File: config.mk
export PLATFORM = sky130hd
export DESIGN_NAME = hci_core_rr_arbiter
export DESIGN_NICKNAME = d
export VERILOG_FILES = /design/src/rtl/hci_core_rr_arbiter.sv
export SDC_FILE = /design/constraint.sdc
export NUM_CORES = 1
export LEC_CHECK = 0
export CORE_AREA = 3 3 125 127
export CTS_BUF_LIST = sky130_fd_sc_hd__clkbuf_4
export CTS_CLUSTER_DIAMETER = 200
export DETAILED_ROUTE_END_ITERATION = 7
export DIE_AREA = 0 0 128 130
export PLACE_DENSITY = 0.64
export SYNTH_ARGS = -nofsm -noshare
export SYNTH_HDL_FRONTEND = slang
export SYNTH_SLANG_ARGS = --single-unit
export TNS_END_PERCENT = 20
File: constraint.sdc
create_clock -name clk_i -period 2.69 [get_ports clk_i]
set_clock_uncertainty 0.05 [all_clocks]
set_input_delay 0.4035 -clock clk_i [delete_from_list [all_inputs] [get_ports clk_i]]
set_output_delay 0.4035 -clock clk_i [all_outputs]
set_load 0.05 [all_outputs]
File: src/rtl/hci_core_rr_arbiter.sv
// Round-robin N:1 arbiter with lock-until-grant and an in-order response-routing FIFO (stall counter under HCI_CORE_RR_ARBITER_STALL_CNT_EN).
// Latency: request and response paths are combinational (0 cycles); arbitration state updates on clk_i.
// Backpressure: out_req_o is withheld while the routing FIFO is full, unless a response pops it in the same cycle.
module hci_core_rr_arbiter #(
   parameter int unsigned NB_REQ          = 2,
   parameter int unsigned DW              = 32,
   parameter int unsigned AW              = 32,
   parameter int unsigned UW              = 2,
   parameter int unsigned MAX_OUTSTANDING = 4
) (
   input  logic                             clk_i,
   input  logic                             clear_i,
   input  logic [NB_REQ-1:0]                in_req_i,
   output logic [NB_REQ-1:0]                in_gnt_o,
   input  logic [NB_REQ-1:0][AW-1:0]        in_add_i,
   input  logic [NB_REQ-1:0]                in_wen_i,
   input  logic [NB_REQ-1:0][DW/8-1:0]      in_be_i,
   input  logic [NB_REQ-1:0][DW-1:0]        in_data_i,
   input  logic [NB_REQ-1:0][UW-1:0]        in_user_i,
   output logic [NB_REQ-1:0]                in_r_valid_o,
   output logic [DW-1:0]                    in_r_data_o,
   output logic [UW-1:0]                    in_r_user_o,
   output logic                             out_req_o,
   input  logic                             out_gnt_i,
   output logic [AW-1:0]                    out_add_o,
   output logic                             out_wen_o,
   output logic [DW/8-1:0]                  out_be_o,
   output logic [DW-1:0]                    out_data_o,
   output logic [UW-1:0]                    out_user_o,
   input  logic                             out_r_valid_i,
   input  logic [DW-1:0]                    out_r_data_i,
   input  logic [UW-1:0]                    out_r_user_i,
   output logic [31:0]                      stall_cnt_o,
   output logic                             err_o
);

   localparam int unsigned IW = (NB_REQ > 1) ? $clog2(NB_REQ) : 1;
   localparam int unsigned PW = $clog2(MAX_OUTSTANDING);
   localparam int unsigned CW = PW + 1;

   typedef enum logic {
      ARB,
      LOCK
   } state_e;

   state_e          state_q, state_d;
   logic [IW-1:0]   rr_ptr_q, rr_ptr_d;
   logic [IW-1:0]   lock_idx_q, lock_idx_d;
   logic            err_q, err_d;

   logic [IW-1:0]   win_idx;
   logic            win_vld;
   logic [IW-1:0]   cand_idx;
   int unsigned     cand;

   logic [IW-1:0]   fifo_q [MAX_OUTSTANDING];
   logic [PW-1:0]   wr_ptr_q, rd_ptr_q;
   logic [CW-1:0]   cnt_q;
   logic            fifo_empty, fifo_full;
   logic            push, pop, drop, accept, hs;
   logic [IW-1:0]   head_idx;

   // Descending search so the candidate closest to rr_ptr is assigned last and wins.
   always_comb begin
      win_idx  = '0;
      win_vld  = 1'b0;
      cand     = 0;
      cand_idx = '0;
      if (state_q == LOCK) begin
         win_idx = lock_idx_q;
         win_vld = in_req_i[lock_idx_q];
      end else begin
         for (int k = int'(NB_REQ) - 1; k >= 0; k--) begin
            cand     = (int'(rr_ptr_q) + k) % NB_REQ;
            cand_idx = IW'(cand);
            if (in_req_i[cand_idx]) begin
               win_idx = cand_idx;
               win_vld = 1'b1;
            end
         end
      end
   end

   assign fifo_empty = (cnt_q == '0);
   assign fifo_full  = (cnt_q == CW'(MAX_OUTSTANDING));
   assign pop        = out_r_valid_i & ~fifo_empty;
   assign drop       = out_r_valid_i & fifo_empty;
   assign accept     = ~fifo_full | pop;
   assign out_req_o  = win_vld & accept;
   assign hs         = out_req_o & out_gnt_i;
   assign push       = hs;
   assign head_idx   = fifo_q[rd_ptr_q];

   assign out_add_o  = in_add_i[win_idx];
   assign out_wen_o  = in_wen_i[win_idx];
   assign out_be_o   = in_be_i[win_idx];
   assign out_data_o = in_data_i[win_idx];
   assign out_user_o = in_user_i[win_idx];

   assign in_r_data_o = out_r_data_i;
   assign in_r_user_o = out_r_user_i;
   assign err_o       = err_q;

   always_comb begin
      in_gnt_o = '0;
      if (hs && !clear_i) begin
         in_gnt_o[win_idx] = 1'b1;
      end
   end

   always_comb begin
      in_r_valid_o = '0;
      if (pop && !clear_i) begin
         in_r_valid_o[head_idx] = 1'b1;
      end
   end

   // A dropped lock requester or a response with nothing outstanding are both protocol errors.
   always_comb begin
      state_d    = state_q;
      lock_idx_d = lock_idx_q;
      rr_ptr_d   = rr_ptr_q;
      err_d      = err_q | drop;
      unique case (state_q)
         ARB: begin
            if (out_req_o && !out_gnt_i) begin
               state_d    = LOCK;
               lock_idx_d = win_idx;
            end
         end
         LOCK: begin
            if (!in_req_i[lock_idx_q]) begin
               state_d = ARB;
               err_d   = 1'b1;
            end else if (out_gnt_i) begin
               state_d = ARB;
            end
         end
         default: state_d = ARB;
      endcase
      if (hs) begin
         rr_ptr_d = (win_idx == IW'(NB_REQ - 1)) ? '0 : win_idx + IW'(1);
      end
   end

   always_ff @(posedge clk_i) begin
      if (clear_i) begin
         state_q    <= ARB;
         lock_idx_q <= '0;
         rr_ptr_q   <= '0;
         err_q      <= 1'b0;
      end else begin
         state_q    <= state_d;
         lock_idx_q <= lock_idx_d;
         rr_ptr_q   <= rr_ptr_d;
         err_q      <= err_d;
      end
   end

   always_ff @(posedge clk_i) begin
      if (clear_i) begin
         wr_ptr_q <= '0;
         rd_ptr_q <= '0;
         cnt_q    <= '0;
      end else begin
         if (push) wr_ptr_q <= wr_ptr_q + PW'(1);
         if (pop)  rd_ptr_q <= rd_ptr_q + PW'(1);
         unique case ({push, pop})
            2'b10:   cnt_q <= cnt_q + CW'(1);
            2'b01:   cnt_q <= cnt_q - CW'(1);
            default: cnt_q <= cnt_q;
         endcase
      end
   end

   // Index storage needs no reset: occupancy alone decides which entries are live.
   always_ff @(posedge clk_i) begin
      if (push && !clear_i) begin
         fifo_q[wr_ptr_q] <= win_idx;
      end
   end

`ifdef HCI_CORE_RR_ARBITER_STALL_CNT_EN
   logic [31:0] stall_cnt_q;

   always_ff @(posedge clk_i) begin
      if (clear_i) begin
         stall_cnt_q <= '0;
      end else if (out_req_o && !out_gnt_i && (stall_cnt_q != '1)) begin
         stall_cnt_q <= stall_cnt_q + 32'd1;
      end
   end

   assign stall_cnt_o = stall_cnt_q;
`else
   assign stall_cnt_o = '0;
`endif

endmodule

==> flow_metrics.py, run 1 <==
metrics = {
    "synthesis": {
        "yosysUniqueCellTypes": 34,
        "synthFlopType": "dfxtp_1",
        "synthAdderAreaFrac": 0.03642,
        "ys_ff_latch": 17,
        "synth_compound_area_frac": 0.04581,
        "synth_edf_count": 4,
        "yosys.area_share.simple": 0.07781,
        "syn_area_um2": 2267,
        "synthMuxAreaShare": 0.3852,
        "yosys.area.top_type": "mux2_2",
        "synth_xor_area_frac": 0.01545,
        "netlist.area_leader.share": 0.3278,
        "syn_area_per_cell_um2": 9.772,
        "yosys-top-cells-count": "buf_4 (66), mux2_2 (66), dfxtp_1 (13)",
        "synth_area_leaders": "mux2_2 (33%), buf_4 (22%), dfxtp_1 (11%), edfxtp_1 (5.3%), buf_6 (3.5%)",
        "yosysSeqAreaShare": 0.1678,
        "yosysWarnings": 0,
        "synthCells": 232,
        "async_reset_ff_frac": 0,
        "synth_top_family_by_area": "multiplexers",
    },
    "drt": {
        "wl_per_cell_um": 16.61,
        "drt-initial-drc-count": 73,
        "viasPerCell": 3.710,
        "first_pass_iters": 4,
        "drc": 0,
        "wl_um": 10180,
        "vias": 2274,
        "drtAntennaViolNets": 0,
    },
    "cells_and_area": {
        "nNetsFinal": 618,
        "final_area_um2": 4339,
        "n_fill_cell": 1544,
        "area_growth_pct": 91.39,
        "n_antenna_cell": 0,
        "seq_area_um2": 380.4,
        "multi_input_area_um2": 1394,
        "drive_gt1_frac": 0.3846,
    },
    "floorplanning": {
        "core_um2": 14530,
        "dieArea_um2": 16640,
        "fp-row-count": 44,
        "die_height_um": 130,
        "die_w_um": 128,
        "initial_utilization": 0.1560,
        "ios": 325,
    },
    "critical_path": {
        "path_class": "in2out",
        "crit_end": "out_data_o[3]",
        "worst-endpoint-arrival_ps": 2110,
        "cp-start-kind": "input port",
        "ff2ff_setup_slack_ps": 390,
        "r2r_start": "cnt_q[0]",
        "crit_start": "in_req_i[0]",
        "end_kind": "primary output",
        "rr_worst_depth": 9,
        "critPathRequiredTime_ps": 2240,
        "crit_fanout": 22,
        "r2r_end": "cnt_q[2]",
    },
    "clock_tree": {
        "cts_buffer_depth": 2,
        "cts_root_buffer": "clkbuf_4",
        "htreeDepth": 1,
        "cts-hold-fix-buffers": 0,
        "clock_latency_ps": 300,
        "numCtsBuffers": 3,
        "clk_pin_slew_ps": 100,
        "cts_tree": "done",
        "cts_sinks": 17,
    },
    "power_and_ir_drop": {
        "seq_power_share": 0.189,
        "switchingPower_uw": 991.3,
        "p_int_uw": 985.6,
        "leakage_uw": 0.001800,
        "cellPowerDensity_nw_per_um2": 455.6,
        "clockPowerShare": 0.073,
        "swShare": 0.5014,
        "power_frac_comb": 0.738,
        "worst_ir_drop_vdd_v": 0.0002904,
    },
    "placed_design": {
        "portBuffers": 224,
        "place_ws_ps": -18.43,
        "place_congestion": 0.7609,
        "post_dp_cell_area_um2": 4227,
        "place_hpwl_um": 8811,
    },
    "global_routing": {
        "met2_usage": 0.1827,
        "first_global_vias": 2280,
        "grt_use_met1": 0.1216,
        "use_met3": 0.04011,
        "grt_max_degree": 45,
        "gr-total-overflow": 0,
        "grt.busiest_layer": "met2",
        "grt_pass1_wl_um": 13240,
        "grt_use_total": 0.1030,
        "antenna_found_initial": 0,
    },
    "timing": {
        "hold_viol": 0,
        "tns_ps": 0,
        "finalSetupViolCount": 0,
        "setup_slack_ps": 121.6,
        "final-max-slew-violation-count": 0,
        "finalCritPeriodShare": 0.9548,
        "fin_crit_ps": 2568,
        "rsz0062_at_grt": "false",
        "max_freq_mhz": 389.3,
    },
    "run_status": {
        "status": "complete, no violations",
    },
    "worst_hold_path": {
        "min_path_cells": 2,
        "hold_path.class": "reg2reg",
        "hold_start": "rr_ptr_q",
    },
    "job": {
        "maxCapViolCount": 0,
    },
}
-- repair_timing --
action | 4_1_cts | 5_1_grt
endpoints found under the setup margin | 0 | 17
buffers inserted | 0 | 2
gates resized for setup | 0 | 2
-- power by group through the flow --
stage               sequential, µW  combinational, µW  clock, µW
CTS                            376               1440        151
floorplan                      383               1090          0
detailed placement             381               1430          0
global route                   388               1550        166
global placement               381               1420          0
finish                         375               1460        144
-- kinds of logic (layout without fill, tap and decap cells) --
logic type | Yosys count | in the layout
flops | 17 | 17
fa+ha+maj | 6 | 6
other cells | 1 | 32
compound gates | 12 | 12
buf+inv | 83 | 249
mux | 77 | 77
simple gates | 32 | 32
xor+xnor | 4 | 4
-- worst min-delay path by stage --
stage,slack [ps],endpoint
after detailed placement,410,rr_ptr_q
after global routing,450,lock_idx_q
after global placement,410,rr_ptr_q
after floorplan,390,rr_ptr_q
after CTS,430,rr_ptr_q
final,430,rr_ptr_q
-- stage by stage --
stage	cells	util	hold slack (ps)	total power, µW
floorplan	263	-	388.8	1476
global placement	605	0.2908	407.1	1803
detailed placement	605	0.2908	411.8	1813
CTS	609	0.2929	426.7	1967
global route	613	0.2986	445.9	2100
finish	613	0.2986	433.4	1977
-- per-layer routing --
layer	up-vias	wire length, µm
li1	1100	-
met1	1040	3751
met2	129	5355
met4	0	29
met3	5	1045
met5	-	0
-- layout make-up --
type,count,area share
clock inverters,1,0.001730
clock buffers,3,0.005190
well taps,184,0.05306
multi-input cells,163,0.3212
repair buffers,237,0.5242
inverters,8,0.006920
flip-flops and latches,17,0.08766
-- worst max-delay path, cell delays in order --
cell and delay [ps]:
clkdlybuf4s50_1 450, nor2b_2 200, o21ai_4 140, buf_12 150, buf_12 170, mux2_1 380
buf_4 210
-- cells in the final DEF, fill, tap and decap left out, drive strengths merged --
| cell type | n |
|---|---|
| a211oi | 3 |
| a21oi | 2 |
| a221oi | 1 |
| and3 | 6 |
| buf | 87 |
| clkbuf | 5 |
| clkdlybuf4s50 | 147 |
| clkinvlp | 1 |
| conb | 32 |
| dfxtp | 13 |
| dlymetal6s2s | 1 |
| edfxtp | 4 |
| fa | 1 |
| ha | 5 |
| inv | 8 |
| mux2 | 72 |
| mux2i | 4 |
| mux4 | 1 |
| nand2 | 5 |
| nand2b | 2 |
| nand3b | 1 |
| nor2 | 11 |
| nor2b | 1 |
| nor3 | 2 |
| nor4 | 1 |
| nor4b | 1 |
| o211ai | 1 |
| o21ai | 3 |
| o311ai | 1 |
| o31ai | 1 |
| or3 | 2 |
| xor2 | 4 |
No activity file was read; power rests on OpenSTA's default activity.
==> inputs of run 2 (changes only) <==
HOLD_SLACK_MARGIN = 0.03   (was unset)
==> results of run 2 <==
No change in the layout: final DEF, timing and power equal those of run 1.
